### src/rtl/cmd_cntrl_route.sv
// Command controller for the follower robot: queues destination station IDs,
// sequences MOVE/DWELL between stops and drives the obstacle buzzer.
module cmd_cntrl_route #(
    parameter int ID_W      = 6,
    parameter int QDEPTH    = 4,
    parameter int DWELL_CYC = 25000000,
    parameter int BUZZ_HALF = 6250
) (
    input  logic                         clk,
    input  logic                         rst_n,
    input  logic [7:0]                   cmd,
    input  logic                         cmd_rdy,
    output logic                         clr_cmd_rdy,
    input  logic [7:0]                   ID,
    input  logic                         ID_vld,
    output logic                         clr_ID_vld,
    input  logic                         OK2Move,
    output logic                         in_transit,
    output logic                         go,
    output logic                         buzz,
    output logic                         buzz_n,
    output logic [ID_W-1:0]              dest_ID,
    output logic [$clog2(QDEPTH+1)-1:0]  q_cnt,
    output logic                         q_ovf
);
    localparam int CNT_W = $clog2(QDEPTH + 1);
    localparam int PTR_W = $clog2(QDEPTH);
    localparam int DW_W  = $clog2(DWELL_CYC + 1);
    localparam int BZ_W  = $clog2(BUZZ_HALF + 1);

    typedef enum logic [1:0] {IDLE = 2'b00, MOVE = 2'b01, DWELL = 2'b10} state_t;

    state_t            state_q, state_d;
    logic [ID_W-1:0]   mem_q [QDEPTH];
    logic [ID_W-1:0]   mem_d [QDEPTH];
    logic [PTR_W-1:0]  rd_q, rd_d, wr_q, wr_d;
    logic [CNT_W-1:0]  cnt_q, cnt_d;
    logic [DW_W-1:0]   dwell_q, dwell_d;
    logic [BZ_W-1:0]   bz_cnt_q, bz_cnt_d;
    logic [ID_W-1:0]   dest_q, dest_d;
    logic              in_transit_q, in_transit_d;
    logic              buzz_q, buzz_d;
    logic              ovf_q, ovf_d;
    logic [ID_W-1:0]   cmd_id_s;
    logic              buzz_active_s;

    assign cmd_id_s = cmd[ID_W-1:0];

    // Next-state for the route FSM and destination queue; commands override ID handling.
    always_comb begin
        state_d     = state_q;
        mem_d       = mem_q;
        rd_d        = rd_q;
        wr_d        = wr_q;
        cnt_d       = cnt_q;
        dwell_d     = dwell_q;
        ovf_d       = 1'b0;
        clr_cmd_rdy = cmd_rdy;
        clr_ID_vld  = ID_vld & ~cmd_rdy;

        case (state_q)
            MOVE: begin
                if (ID_vld && !cmd_rdy && (ID == 8'(dest_q))) begin
                    rd_d  = rd_q + PTR_W'(1);
                    cnt_d = cnt_q - CNT_W'(1);
                    if (cnt_q == CNT_W'(1)) begin
                        state_d = IDLE;
                    end else begin
                        state_d = DWELL;
                        dwell_d = DW_W'(DWELL_CYC - 1);
                    end
                end else begin
                    state_d = MOVE;
                end
            end
            DWELL: begin
                if (dwell_q == {DW_W{1'b0}}) begin
                    state_d = MOVE;
                end else begin
                    dwell_d = dwell_q - DW_W'(1);
                end
            end
            IDLE:    state_d = IDLE;
            default: state_d = IDLE;
        endcase

        if (cmd_rdy) begin
            case (cmd[7:6])
                2'b00: begin
                    rd_d    = {PTR_W{1'b0}};
                    wr_d    = {PTR_W{1'b0}};
                    cnt_d   = {CNT_W{1'b0}};
                    dwell_d = {DW_W{1'b0}};
                    state_d = IDLE;
                end
                2'b01: begin
                    mem_d[0] = cmd_id_s;
                    rd_d     = {PTR_W{1'b0}};
                    wr_d     = PTR_W'(1);
                    cnt_d    = CNT_W'(1);
                    state_d  = MOVE;
                end
                2'b10: begin
                    if (cnt_q == CNT_W'(QDEPTH)) begin
                        ovf_d = 1'b1;
                    end else begin
                        mem_d[wr_q] = cmd_id_s;
                        wr_d        = wr_q + PTR_W'(1);
                        cnt_d       = cnt_q + CNT_W'(1);
                        if (state_q == IDLE) begin
                            state_d = MOVE;
                        end else begin
                            state_d = state_d;
                        end
                    end
                end
                default: state_d = state_d;
            endcase
        end else begin
            ovf_d = 1'b0;
        end

        in_transit_d = (state_d == MOVE);
        if (cnt_d != {CNT_W{1'b0}}) begin
            dest_d = mem_d[rd_d];
        end else begin
            dest_d = {ID_W{1'b0}};
        end
    end

    // Buzzer half-period counter; a square wave starting low while blocked in transit.
    always_comb begin
        buzz_active_s = in_transit_q & ~OK2Move;
        bz_cnt_d      = {BZ_W{1'b0}};
        buzz_d        = 1'b0;
        if (buzz_active_s) begin
            if (bz_cnt_q == BZ_W'(BUZZ_HALF - 1)) begin
                bz_cnt_d = {BZ_W{1'b0}};
                buzz_d   = ~buzz_q;
            end else begin
                bz_cnt_d = bz_cnt_q + BZ_W'(1);
                buzz_d   = buzz_q;
            end
        end else begin
            bz_cnt_d = {BZ_W{1'b0}};
            buzz_d   = 1'b0;
        end
    end

    // State, queue and output registers.
    always_ff @(posedge clk or negedge rst_n) begin
        if (!rst_n) begin
            state_q      <= IDLE;
            for (int i = 0; i < QDEPTH; i++) begin
                mem_q[i] <= {ID_W{1'b0}};
            end
            rd_q         <= {PTR_W{1'b0}};
            wr_q         <= {PTR_W{1'b0}};
            cnt_q        <= {CNT_W{1'b0}};
            dwell_q      <= {DW_W{1'b0}};
            bz_cnt_q     <= {BZ_W{1'b0}};
            dest_q       <= {ID_W{1'b0}};
            in_transit_q <= 1'b0;
            buzz_q       <= 1'b0;
            ovf_q        <= 1'b0;
        end else begin
            state_q      <= state_d;
            mem_q        <= mem_d;
            rd_q         <= rd_d;
            wr_q         <= wr_d;
            cnt_q        <= cnt_d;
            dwell_q      <= dwell_d;
            bz_cnt_q     <= bz_cnt_d;
            dest_q       <= dest_d;
            in_transit_q <= in_transit_d;
            buzz_q       <= buzz_d;
            ovf_q        <= ovf_d;
        end
    end

    assign in_transit = in_transit_q;
    assign go         = in_transit_q & OK2Move;
    assign buzz       = buzz_q;
    assign buzz_n     = ~buzz_q;
    assign dest_ID    = dest_q;
    assign q_cnt      = cnt_q;
    assign q_ovf      = ovf_q;
endmodule

### config.mk
export PLATFORM = sky130hd
export DESIGN_NAME = cmd_cntrl_route
export DESIGN_NICKNAME = d
export VERILOG_FILES = /design/src/rtl/cmd_cntrl_route.sv
export SDC_FILE = /design/constraint.sdc
export NUM_CORES = 1
export LEC_CHECK = 0
export ABC_CLOCK_PERIOD_IN_PS = 8250
export BUFFER_PORTS_ARGS = -buffer_cell sky130_fd_sc_hd__buf_2
export CAP_MARGIN = 5
export CELL_PAD_IN_SITES_DETAIL_PLACEMENT = 1
export CELL_PAD_IN_SITES_GLOBAL_PLACEMENT = 2
export CORE_MARGIN = 4
export CORE_UTILIZATION = 40
export DETAILED_ROUTE_END_ITERATION = 7
export MAX_ROUTING_LAYER = met4
export PLACE_DENSITY_LB_ADDON = 0.1
export SYNTH_ARGS = -nofsm -noshare
export SYNTH_HDL_FRONTEND = slang
export SYNTH_SLANG_ARGS = --single-unit
### constraint.sdc
create_clock -name clk -period 8.25 [get_ports clk]
set_input_delay 0.825 -clock clk [delete_from_list [all_inputs] [get_ports clk]]
set_output_delay 0.825 -clock clk [all_outputs]
set_load 0.005 [all_outputs]
**Yosys cells after proc, flatten, opt, wreduce, memory -nomap -nowiden**

Cells that the tools add are included.

- $add $sub $neg: 6
- Magnitude comparators: 3
- Equal/unequal tests: 11
- Mux-type cells: 43
- Bitwise operators: 8
- Reduce and logical (&&, ||, !) cells: 11

Operators with widths:

| kind | number |
|---|---|
| $mux 25 | 5 |
| $pmux 25 s2 | 1 |
| $mux 24 | 2 |
| $mux 13 | 2 |
| $logic_not 25->1 | 1 |
| $sub 25x1->25 const B | 1 |
| $bwmux 24 | 1 |
| $mux 6 | 4 |
| $mux 2 | 11 |
| $mux 18 | 1 |
| $add 13x1->13 const B | 1 |
| $eq 13x13->1 const B | 1 |
| $bmux 6 s2 | 1 |
| $demux 6 s2 | 1 |
| $mux 3 | 4 |
| $pmux 2 s3 | 2 |
| $pmux 6 s2 | 1 |
| $pmux 3 s3 | 1 |
| $eq 8x6->1 | 1 |
| $eq 2x1->1 const B | 3 |
| $ge 3x3->1 const B | 2 |
| $not 2->3 | 2 |
| $reduce_bool 3->1 | 2 |
| $mux 1 | 5 |
| other kinds (17) | 26 |

- Register bits: 80
- Input port bits: 21
- Output and inout bits: 16

**Longest topological paths before layout**

Gate-level depths: netlist (run 1).

- Depth in word-level cells: 13
- Mapped depth: 10
- Depth with buffers taken out: 9

**Worst setup path after synthesis (run 1)**

OpenSTA, ideal clock, no wires.

- Kind: input to register
- Start point: input ID[1]
- End point: register dest_q[0], in the netlist dest_ID[0]
- Arrival time: 2.741 ns
- Data required time: 8.114 ns
- Setup slack: 5.373 ns
- Cell stages on the path: 7
- Buffers on the path: 0
- Path through: nor2b_1 or4_1 nor4_2 a21oi_1 a221o_1 nor3_2 a21oi_1

- Elaborated cells between the ends (all ways): 17
- Classes of those cells: eq/ne: 1; mux: 13; bitwise: 1; reduce/logical: 2

RTL lines:

| item | line | RTL |
|---|---|---|
| start: declaration | 14 | `input logic [7:0] ID,` |
| $eq 8x6->1 * | 63 | `if (ID_vld && !cmd_rdy && (ID == 8'(dest_q))) begin` |
| $logic_and 1x1->1 * | 63 |  |
| $mux 3 * | 63 |  |
| $mux 3 * | 61 | `case (state_q)` |
| $mux 3 | 104 | `if (cnt_q == CNT_W'(QDEPTH)) begin` |
| $pmux 3 s3 | 88 | `case (cmd[7:6])` |
| $mux 3 * | 87 | `if (cmd_rdy) begin` |
| net cnt_d[1] | 37 | `logic [CNT_W-1:0] cnt_q, cnt_d;` |
| $reduce_bool 3->1 * | 124 | `if (cnt_d != {CNT_W{1'b0}}) begin` |
| $mux 6 * | 124 |  |
| net dest_d[0] | 40 | `logic [ID_W-1:0] dest_q, dest_d;` |
| end signal: assignment | 162 | `dest_q <= {ID_W{1'b0}};` |
| end signal: assignment | 174 | `dest_q <= dest_d;` |
| end: declaration | 40 |  |

Mark *: on every way through the listed nets, which the timed path passes. The rest lies on a longest branch. The select of a mux whose other input is x is not followed.
A chain may end at the register's enable or synchronous reset.

**Final worst setup path (run 1)**

- Start point: register dwell_q[6]
- End point: register dwell_q[5]

- Cells in the longest elaborated chain, start to end: 5

RTL lines:

| item | line | RTL |
|---|---|---|
| start: declaration | 38 | `logic [DW_W-1:0] dwell_q, dwell_d;` |
| start signal: assignment | 160 | `dwell_q <= {DW_W{1'b0}};` |
| start signal: assignment | 172 | `dwell_q <= dwell_d;` |
| $logic_not 25->1 * | 77 | `if (dwell_q == {DW_W{1'b0}}) begin` |
| $mux 25 * | 77 |  |
| $pmux 25 s2 * | 61 |  |
| $mux 25 | 88 |  |
| $mux 25 * | 87 |  |
| net dwell_d[5] | 38 |  |

Mark *: on every way through the listed nets, which the timed path passes. The rest lies on a longest branch.

==> summary.md, run 1 <==
| Metric | Value |
|---|---|
| Die X | 116 um |
| # DRC | 0 |
| Peak VDD IR | 166 uV |
| Crit path max fanout | 11 |
| Clock Path Buffers | 2 |
| Slew Limit Headroom | 24.0% |
| Post-CTS Setup Bufs | 0 |
| Total power | 1.15 mW |
| Inst Count DP | 699 |
| CTS clock-pin slew for the worst setup and hold paths | 0.06 ns |
| Net Sw Frac | 31.5% |
| Critical path buffer and inverter count | 0 |
| Setup TNS | 0 ns |
| EDFF count, synth | 0 |
| # rows | 39 |
| Internal cell power | 0.788 mW |
| Worst-Margin Slew | 1.14 ns |
| Post-cts sizing count | 0 |
| Total track usage | 21.2% |
| Antenna diodes | 0 |
| FF+latch area | 2000 um2 |
| First-pass GRT wire length | 21800 um |
| Post-Synthesis Cell Area | 4700 um2 |
| Post-Route WL | 13200 um |
| Post-synth ARST share | 100% |
| Drt pass-1 iters | 4 |
| Worst setup EP type | flop |
| Number of max-cap violations | 0 |
| Slew Viols, Final | 0 |
| FF+latch count, synth | 80 |
| DRT iter0 DRCs | 186 |
| Distinct cells, synth | 59 |
| Die height | 116 um |
| Crit-path cells | or4_4 > or4_4 > nor3b_1 > nor2_1 > a2111oi_0 > nor2_1 |
| Most frequent cells in the layout | dfrtp_1 (80), nand2_1 (59), nor2_1 (52) |
| Dpl hpwl | 9510 um |
| Die area | 13600 um2 |
| TritonCTS clock tree | done |
| Critical Path RT | 8.47 ns |
| Routability Congestion | 0.814 |
| Cells after Synth | 545 |
| CP Launch Type | flop |
| Via/cell ratio | 5.77 |
| CTS Hold Bufs | 0 |
| H-tree depth | 3 |
| Area Overhead vs Synth | 12.2% |
| Ratio of cells with drive above 1 in the final layout | 11.0% |
| Clock Latency Late Sink | 0.34 ns |
| Initial core utilization | 41.0% |
| Syn. warnings | 0 |
| Leak pwr | 2.39 nW |
| Synth Flop Type | dfrtp_1 |
| Slowest CP cell | nor3b_1 |
| Io pins | 37 |
| Crit path max-delay family | simple AND/OR/NAND/NOR gates |
| Core Area | 11500 um2 |
| Max Clk Rate | 286 MHz |
| Clock share of power | 36.7% |
| Nets | 606 |
| Port buffer count | 36 |
| Skew final | 0.00797 ns |
| Arr. time, crit path | 3.71 ns |
| Logic gate share of total power | 23.2% |
| Final Hold Viols | 0 |
| Initial antenna violation count | 0 |
| Num Clock Sinks | 80 |
| RSZ-0062 raised after global routing | false |
| Global route total overflow | 0 |
| Via count | 4125 |
| Flop pwr share | 40.1% |
| Final setup fails | 0 |
| CTS Buf Count | 9 |
| Critical path class | flop to flop |
| Avg WL per Cell | 18.5 um |
| HP Class | flop to flop |
| Fillers | 1356 |
| Post-Syn Nets | 584 |
| Post-Layout Cell Count | 715 |
| Syn_area_per_cell | 8.63 um2 |
| Multi-input logic area | 2490 um2 |
| Largest net degree at the start of global routing | 81 |
| Sequential area share after synthesis | 42.6% |
| Switching power | 0.362 mW |
| Fin crit period | 3.50 ns |
| Power Density | 218 nW/um2 |
| Most common cell after layout, fill and taps aside | dfrtp_1 |
| Vias in the first global route | 4281 |
| CP peak stage delay | 0.95 ns |
| Antenna-violating nets left | 0 |
| Fin crit share | 42.4% |
| Status | completed |
| Root Driver | clkbuf_16 |
| R2R Setup Slk | 4.75 ns |
[final timing paths]
kind / from / end / cells past startpoint
hold reg to reg: mem_q[1]$_DFF_PN0_ / mem_q[1]$_DFF_PN0_ / 2
hold / removal: mem_q[1]$_DFF_PN0_ / mem_q[1]$_DFF_PN0_ / 2
min in group asynchronous: rst_n / dwell_q[20]$_DFF_PN0_ / 1
setup / recovery: dwell_q[6]$_DFF_PN0_ / dwell_q[5]$_DFF_PN0_ / 6
setup reg to reg: dwell_q[6]$_DFF_PN0_ / dwell_q[5]$_DFF_PN0_ / 6
max in group asynchronous: rst_n / mem_q[15]$_DFF_PN0_ / 1
[registers in the layout, indices dropped and copies added, names as in the netlist]
register    cells
buzz            1
bz_cnt_q       13
dest_ID         6
dwell_q        25
in_transit      1
mem_q          24
q_cnt           3
q_ovf           1
rd_q            2
state_q         2
wr_q            2
[layer usage]
layer,GRT usage [%],share of wire [%]
met1,26.1,45
met2,35.5,50
met3,3.32,3.2
met4,7.42,1.9
met5,-,0
[power groups by stage]
stage	clock network, mW	logic [mW]	registers [mW]
after CTS	0.434	0.270	0.460
after detailed placement	0	0.269	0.467
final	0.422	0.267	0.461
after global placement	0	0.264	0.466
after global routing	0.448	0.305	0.466
after floorplan	0	0.192	0.459
[cell families (layout without fill, tap and decap cells)]
group / after synthesis / in the layout / synth area share, %
xor+xnor: 20 / 20 / 3.73
flops: 80 / 80 / 42.6
simple gates: 210 / 210 / 22.4
compound gates: 160 / 160 / 21.2
mux: 4 / 4 / 0.878
buf+inv: 53 / 80 / 4.50
fa+ha+maj: 18 / 18 / 4.79
[worst register-to-register path: cells and delay by family (launching register included)]
kind	cells	cell delay (ns)
AND/OR/NAND/NOR	5	2.48
AO/OA/AOI/OAI	1	0.47
flip-flops	1	0.43
[synth_stat cells (all sizes together) (3+ instances only)]
cell type | n | share of area (%)
a21boi | 3 | 0.48
mux2i | 3 | 0.64
a21oi | 44 | 4.7
nand2 | 59 | 4.7
xnor2 | 11 | 2.0
and3 | 4 | 0.53
dfrtp | 80 | 43
a21o | 3 | 0.48
xor2 | 9 | 1.7
a31oi | 7 | 0.93
buf | 4 | 0.59
or3 | 4 | 0.53
or4 | 7 | 1.4
a211oi | 3 | 0.48
nor4 | 8 | 1.3
ha | 18 | 4.8
o211ai | 6 | 0.96
nand2b | 9 | 1.4
inv | 28 | 2.2
nand4 | 8 | 1.1
a22oi | 19 | 3.0
and2 | 5 | 0.67
clkbuf | 21 | 1.7
nor3b | 4 | 0.64
o21ai | 42 | 4.5
o22ai | 11 | 1.5
nand3 | 28 | 3.0
a22o | 6 | 1.1
nor2b | 6 | 0.80
nor2 | 53 | 4.3
nor3 | 9 | 1.1
[per-stage QoR]
stage | hold slack [ns] | area [um2] | utilization [%] | setup slack [ns]
floorplan | 0.447 | 4700 | - | 5.37
CTS | 0.489 | 5280 | 46.0 | 4.73
global route | 0.508 | 5280 | 46.0 | 4.29
detailed placement | 0.473 | 4960 | 43.2 | 4.52
global placement | 0.463 | 4960 | 43.2 | 4.61
finish | 0.488 | 5280 | 46.0 | 4.75
[layout make-up]
class	instances	share of cell area, %
multi-input combinational	412	47.2
sequential	80	38.0
clock buffer	12	5.05
timing repair buffer	36	3.46
tap	143	3.39
inverter	28	1.99
clock inverter	4	0.972
Note: power is estimated with default switching activity, not from simulation.
==> run 2, diff against run 1 <==
--- a/config.mk
+++ b/config.mk
@@ -5,13 +5,13 @@
 export SDC_FILE = /design/constraint.sdc
 export NUM_CORES = 1
 export LEC_CHECK = 0
-export ABC_CLOCK_PERIOD_IN_PS = 8250
+export ABC_CLOCK_PERIOD_IN_PS = 3330
 export BUFFER_PORTS_ARGS = -buffer_cell sky130_fd_sc_hd__buf_2
 export CAP_MARGIN = 5
 export CELL_PAD_IN_SITES_DETAIL_PLACEMENT = 1
 export CELL_PAD_IN_SITES_GLOBAL_PLACEMENT = 2
 export CORE_MARGIN = 4
-export CORE_UTILIZATION = 40
+export CORE_UTILIZATION = 37
 export DETAILED_ROUTE_END_ITERATION = 7
 export MAX_ROUTING_LAYER = met4
 export PLACE_DENSITY_LB_ADDON = 0.1
==> constraint.sdc (replaced) <==
create_clock -name clk -period 3.33 [get_ports clk]
set_input_delay 0.333 -clock clk [delete_from_list [all_inputs] [get_ports clk]]
set_output_delay 0.333 -clock clk [all_outputs]
set_load 0.005 [all_outputs]
==> run 2 against run 1 <==
Clock power grew to 2.6 times the previous value. Routed wire length grew 4.5%. Largest cell class unchanged. Critical path depth is the same. Sequential share of layout area shrank 1.1 points. Via count grew 1.1%. Critical endpoint is now dwell_q[23]$_DFF_PN0_. Sequential power grew 150%. Non-clock buffer count grew 16. Die area grew 7.5%. Sequential cell count is the same. Worst setup slack lost 4.1 ns. Clock skew grew 0.0023 ns. Global-route usage shrank 0.45 points.
==> summary.md, run 2 (synthesis results as in run 1) <==
| Metric | Value |
|---|---|
| Status | completed |
| Clock Path Buffers | 2 |
| HP Class | input pin to asynchronous set/reset pin |
| Number of max-cap violations | 0 |
| R2R Setup Slk | 0.61 ns |
| Largest net degree at the start of global routing | 53 |
| Root Driver | clkbuf_16 |
| Area Overhead vs Synth | 15.5% |
| Critical R2R Launch | dwell_q[6]$_DFF_PN0_ |
| CP peak stage delay | 0.58 ns |
| Placed Area | 5110 um2 |
| Critical Path RT | 3.61 ns |
| Antenna diodes | 0 |
| CP Launch Point | dwell_q[6]$_DFF_PN0_ |
| Arr. time, crit path | 3.01 ns |
| Net Sw Frac | 31.1% |
| Post-CTS Setup Bufs | 0 |
| Clock Latency Late Sink | 0.35 ns |
| CTS Hold Bufs | 0 |
| CP Launch Type | flop |
| Critical path buffer and inverter count | 0 |
| Global route total overflow | 0 |
| Die height | 121 um |
| Ratio of cells with drive above 1 in the final layout | 13.1% |
| Drt pass-1 iters | 4 |
| Slew Viols, Final | 0 |
| Most frequent cells in the layout | dfrtp_1 (80), nand2_1 (59), nor2_1 (52) |
| Core Area | 12200 um2 |
| Switching power | 0.916 mW |
| Skew final | 0.0103 ns |
| Fin area | 5430 um2 |
| First-pass GRT wire length | 23400 um |
| Final setup fails | 0 |
| Fin crit period | 2.72 ns |
| Max Clk Rate | 367 MHz |
| Initial core utilization | 38.5% |
| Avg WL per Cell | 18.3 um |
| Critical path class | flop to flop |
| Internal cell power | 2.03 mW |
| Via count | 4172 |
| Antenna-violating nets left | 0 |
| Post-cts sizing count | 0 |
| Worst-Margin Slew | 0.736 ns |
| Most frequent CP cell | or4_4 |
| Crit path max fanout | 9 |
| # DRC | 0 |
| Die X | 121 um |
| Largest reg by FF count | dwell_q |
| Dpl hpwl | 10000 um |
| Slew Limit Headroom | 51.0% |
| Crit path max-delay family | simple AND/OR/NAND/NOR gates |
| Fin crit share | 81.8% |
| CTS clock-pin slew for the worst setup and hold paths | 0.06 ns |
| Leak pwr | 2.48 nW |
| Port buffer count | 36 |
| Slowest CP cell | or4_4 |
| Critical path depth | 6 |
| Post-Route WL | 13800 um |
| Io pins | 37 |
| Num Clock Sinks | 80 |
| Final core occ | 44.5% |
| Via/cell ratio | 5.53 |
| TritonCTS clock tree | done |
| RSZ-0062 raised after global routing | false |
| Vias in the first global route | 4379 |
| Number of cells on the worst reg-to-reg path | 6 |
| Flop pwr share | 38.8% |
| H-tree depth | 3 |
| Clock share of power | 37.0% |
| Logic gate share of total power | 24.2% |
| Peak VDD IR | 192 uV |
| Final Hold Viols | 0 |
| Crit-path cells | or4_4 > or4_4 > or4_4 > nand2b_4 > nor4_1 > o22a_1 |
| CP Capture Point | dwell_q[23]$_DFF_PN0_ |
| Initial antenna violation count | 0 |
| DRT iter0 DRCs | 174 |
| Setup TNS | 0 ns |
| # rows | 40 |
| Power Density | 543 nW/um2 |
| R2r endpoint | dwell_q[23]$_DFF_PN0_ |
| Die area | 14600 um2 |
| CTS Buf Count | 9 |
| Most common cell after layout, fill and taps aside | dfrtp_1 |
| Routability Congestion | 0.821 |
| Largest regs | dwell_q x25, mem_q x24, bz_cnt_q x13 |
| Number of flip-flops under the largest register name | 25 |
| Total track usage | 20.8% |
| Worst setup EP type | flop |
| Nets | 622 |
## run 2: cell count changes in the layout (fill, tap and decap cells not counted), sizes merged
cell,previous run,this run
clkinv,2,1
clkinvlp,1,0
bufinv,1,2
buf,36,52
## run 2: power groups by stage
stage / combinational [mW] / sequential (mW) / clock (mW)
floorplan: 0.477 / 1.14 / 0
global placement: 0.704 / 1.16 / 0
detailed placement: 0.717 / 1.16 / 0
CTS: 0.719 / 1.14 / 1.12
global route: 0.805 / 1.16 / 1.16
finish: 0.714 / 1.14 / 1.09
## run 2: layer usage
metal	part of all wire, %	wire length (um)	track usage [%]	vias to the layer above
met5	0	0	-	-
met4	1.5	201	6.66	0
met3	3.3	455	2.62	17
met2	44	6130	30.7	65
met1	51	7010	29.8	2061
li1	-	-	-	2029
## run 2: worst min-delay path by stage
stage                     start                endpoint  cells after the start
after floorplan           rst_n        buzz$_DFFE_PN0P_                      0
after global placement    rst_n   bz_cnt_q[9]$_DFF_PN0_                      1
after detailed placement  rst_n   bz_cnt_q[9]$_DFF_PN0_                      1
after CTS                 rst_n        buzz$_DFFE_PN0P_                      1
after global routing      rst_n   bz_cnt_q[9]$_DFF_PN0_                      1
final                     rst_n  bz_cnt_q[10]$_DFF_PN0_                      1
## run 2: stage by stage
step | cells | hold WS (ns) | setup WS (ns) | power [mW]
floorplan | 545 | 0.0374 | 0.684 | 1.61
global placement | 740 | 0.427 | 0.646 | 1.86
detailed placement | 740 | 0.432 | 0.616 | 1.88
CTS | 755 | 0.0611 | 0.606 | 2.98
global route | 755 | 0.0900 | 0.416 | 3.12
finish | 755 | 0.0381 | 0.605 | 2.95
## run 2: final cells by class
cell class | instances | area (um2)
clock buffer | 12 | 256
clock inverter | 3 | 65.1
fill | 1473 | 6780
inverter | 28 | 105
multi-input combinational | 412 | 2490
sequential | 80 | 2000
tap | 168 | 210
timing repair buffer | 52 | 303
==> run 3, diff against run 2 <==
--- a/config.mk
+++ b/config.mk
@@ -5,13 +5,14 @@
 export SDC_FILE = /design/constraint.sdc
 export NUM_CORES = 1
 export LEC_CHECK = 0
-export ABC_CLOCK_PERIOD_IN_PS = 3330
+export ABC_AREA = 1
+export ABC_CLOCK_PERIOD_IN_PS = 2720
 export BUFFER_PORTS_ARGS = -buffer_cell sky130_fd_sc_hd__buf_2
 export CAP_MARGIN = 5
 export CELL_PAD_IN_SITES_DETAIL_PLACEMENT = 1
 export CELL_PAD_IN_SITES_GLOBAL_PLACEMENT = 2
 export CORE_MARGIN = 4
-export CORE_UTILIZATION = 37
+export CORE_UTILIZATION = 35
 export DETAILED_ROUTE_END_ITERATION = 7
 export MAX_ROUTING_LAYER = met4
 export PLACE_DENSITY_LB_ADDON = 0.1
==> constraint.sdc (replaced) <==
create_clock -name clk -period 2.72 [get_ports clk]
set_input_delay 0.272 -clock clk [delete_from_list [all_inputs] [get_ports clk]]
set_output_delay 0.272 -clock clk [all_outputs]
set_load 0.005 [all_outputs]
==> run 3 against run 2 <==
Clock power rose by 15%. Sequential share of layout area shrank 1.6 points. Clock skew shrank 0.0064 ns. Largest cell class unchanged.
==> summary.md, run 3 <==
| Metric | Value |
|---|---|
| Status | completed |
| Via count | 4582 |
| Post-Place Setup Slack | 0.423 ns |
| Hold path startpoint | cmd[5] |
| Power Density | 677 nW/um2 |
| Initial core utilization | 35.9% |
| Dpl hpwl | 10600 um |
| Final Hold Viols | 0 |
| Antenna diodes | 0 |
| Post-synth top area share | 40.0% |
| Largest regs | dwell_q x25, mem_q x24, bz_cnt_q x13 |
| CTS clock-pin slew for the worst setup and hold paths | 0.06 ns |
| Drt pass-1 iters | 4 |
| Fin crit period | 2.33 ns |
| Cells on Worst Hold Path | 3 |
| HP Class | input pin to flop |
| Fin crit share | 85.5% |
| Worst-Margin Slew | 0.939 ns |
| Leak pwr | 2.77 nW |
| Skew final | 0.00390 ns |
| R2R Setup Slk | 0.39 ns |
| Critical path buffer and inverter count | 2 |
| Peak VDD IR | 288 uV |
| Crit path max-delay family | simple AND/OR/NAND/NOR gates |
| TritonCTS clock tree | done |
| First-pass GRT wire length | 24700 um |
| Port buffer count | 36 |
| Inst Count DP | 889 |
| Most common cell after layout, fill and taps aside | nand2_1 |
| CP peak stage delay | 0.40 ns |
| Crit-path cells | inv_1 > ha_1 > nand2_1 > nor2_2 > nand4_1 > buf_4 > a21oi_1 > o21ai_0 > nand2_1 > nand2_1 > nor2_1 |
| Largest reg by FF count | dwell_q |
| Cells after Synth | 688 |
| Routability Congestion | 0.816 |
| EDFF count, synth | 0 |
| Post-Layout Cell Count | 906 |
| Die height | 128 um |
| Antenna-violating nets left | 0 |
| Global route total overflow | 0 |
| Ranking of synthesized cells by area | dfrtp_1 (40%), nand2_1 (9.9%), inv_1 (7.8%) |
| Critical R2R Launch | dwell_q[1]$_DFF_PN0_ |
| Clock Latency Late Sink | 0.34 ns |
| Total power | 3.85 mW |
| Most frequent cells in the layout | nand2_1 (132), inv_1 (104), dfrtp_1 (80) |
| Die X | 128 um |
| Top cell types by occurrence after synthesis | nand2_1 (132), inv_1 (104), dfrtp_1 (80) |
| Hold Slack | 0.220 ns |
| Biggest area consumer among synthesized cells | dfrtp_1 |
| Post-Synthesis Cell Area | 5010 um2 |
| Sequential area share after synthesis | 40.0% |
| FF+latch count, synth | 80 |
| Crit path max fanout | 8 |
| Post-CTS Setup Bufs | 0 |
| Total track usage | 19.3% |
| Root Driver | clkbuf_16 |
| Core Area | 13900 um2 |
| Slew Limit Headroom | 37.3% |
| Num Clock Sinks | 80 |
| Slowest CP cell | dfrtp_1 |
| Via/cell ratio | 5.06 |
| Post-Syn Nets | 727 |
| Setup TNS | 0 ns |
| Post-cts sizing count | 0 |
| Critical path class | flop to flop |
| Post-synth ARST share | 100% |
| H-tree depth | 3 |
| Final setup fails | 0 |
| Vias in the first global route | 4882 |
| Slew Viols, Final | 0 |
| CP Launch Type | flop |
| Initial antenna violation count | 0 |
| Number of cells on the worst reg-to-reg path | 11 |
| Clock Path Buffers | 2 |
| # DRC | 0 |
| Arr. time, crit path | 2.60 ns |
| Avg WL per Cell | 15.9 um |
| Most frequent cell after synthesis | nand2_1 |
| Area Overhead vs Synth | 13.4% |
| RSZ-0062 raised after global routing | false |
| Worst setup EP type | flop |
| Worst setup margin | 0.395 ns |
| Number of flip-flops under the largest register name | 25 |
| Nets | 760 |
| Max Clk Rate | 430 MHz |
| Syn_area_per_cell | 7.28 um2 |
| Ratio of cells with drive above 1 in the final layout | 10.9% |
| CTS Buf Count | 9 |
| Most frequent CP cell | nand2_1 |
| Post-Route WL | 14400 um |
| Number of max-cap violations | 0 |
| Die area | 16300 um2 |
| Critical Path RT | 2.99 ns |
| Syn. warnings | 0 |
| Synth Flop Type | dfrtp_1 |
| Io pins | 37 |
| Distinct cells, synth | 37 |
| DRT iter0 DRCs | 153 |
| R2r endpoint | in_transit$_DFF_PN0_ |
| Hold endpoint | mem_q[23]$_DFF_PN0_ |
| # rows | 43 |
| Largest net degree at the start of global routing | 45 |
-- run 3: power breakdown --
| part | total [mW] | switching (mW) | internal (mW) |
|---|---|---|---|
| registers | 1.61 | 0.215 | 1.39 |
| logic | 0.983 | 0.631 | 0.352 |
| clock network | 1.25 | 0.537 | 0.717 |
| total | 3.85 | 1.38 | 2.46 |
-- run 3: area by class of cell --
type                            instances  area [um2]
Clock buffer                           10         229
Sequential cell                        80        2000
Inverter                              109         409
Timing Repair Buffer                   45         265
Fill cell                            1778        8260
Clock inverter                          6        68.8
Multi-Input combinational cell        476        2480
Tap cell                              180         225
-- run 3: metal layers --
layer | global-route usage, % | share of wire, %
met4 | 4.81 | 1.4
met3 | 3.18 | 2.8
met2 | 31.7 | 49
met5 | - | 0
met1 | 24.9 | 47
-- run 3: how the worst max path moves through the flow --
stage                               startpoint                   end  slack [ns]  cells after the start
final                     dwell_q[1]$_DFF_PN0_  in_transit$_DFF_PN0_        0.39                     11
after global routing        q_cnt[0]$_DFF_PN0_  dest_ID[5]$_DFF_PN0_        0.07                      9
after CTS                 dwell_q[1]$_DFF_PN0_  in_transit$_DFF_PN0_        0.39                     11
after detailed placement  dwell_q[1]$_DFF_PN0_  in_transit$_DFF_PN0_        0.42                     11
after global placement      q_cnt[0]$_DFF_PN0_  dest_ID[4]$_DFF_PN0_        0.50                     13
after floorplan           dwell_q[0]$_DFF_PN0_  dwell_q[9]$_DFF_PN0_        0.95                     10
-- run 3: logic make-up (layout without fill, tap and decap cells) --
group	after synthesis	count (layout)	synth area share (%)
fa+ha+maj	18	18	4.50
compound gates	108	108	11.6
buf+inv	132	170	10.5
xor+xnor	14	14	2.45
simple gates	336	336	31.0
flops	80	80	40.0
-- run 3: timing repair --
action                                 in CTS  in global routing
endpoints found under the hold margin      36                  0
hold buffers                                1                  0
setup endpoints to repair                   0                  0
-- run 3: stage by stage --
step / util (%) / area, um2
2_1_floorplan: - / 5010
3_3_place_gp: 38.5 / 5370
3_5_place_dp: 38.5 / 5370
4_1_cts: 40.8 / 5680
5_1_grt: 40.8 / 5680
6_report: 40.8 / 5680
-- run 3: tightest hold or removal path, cell delays in order --
cell     delay (ns)
buf_2          0.09
nand3_1        0.06
o21ai_0        0.10
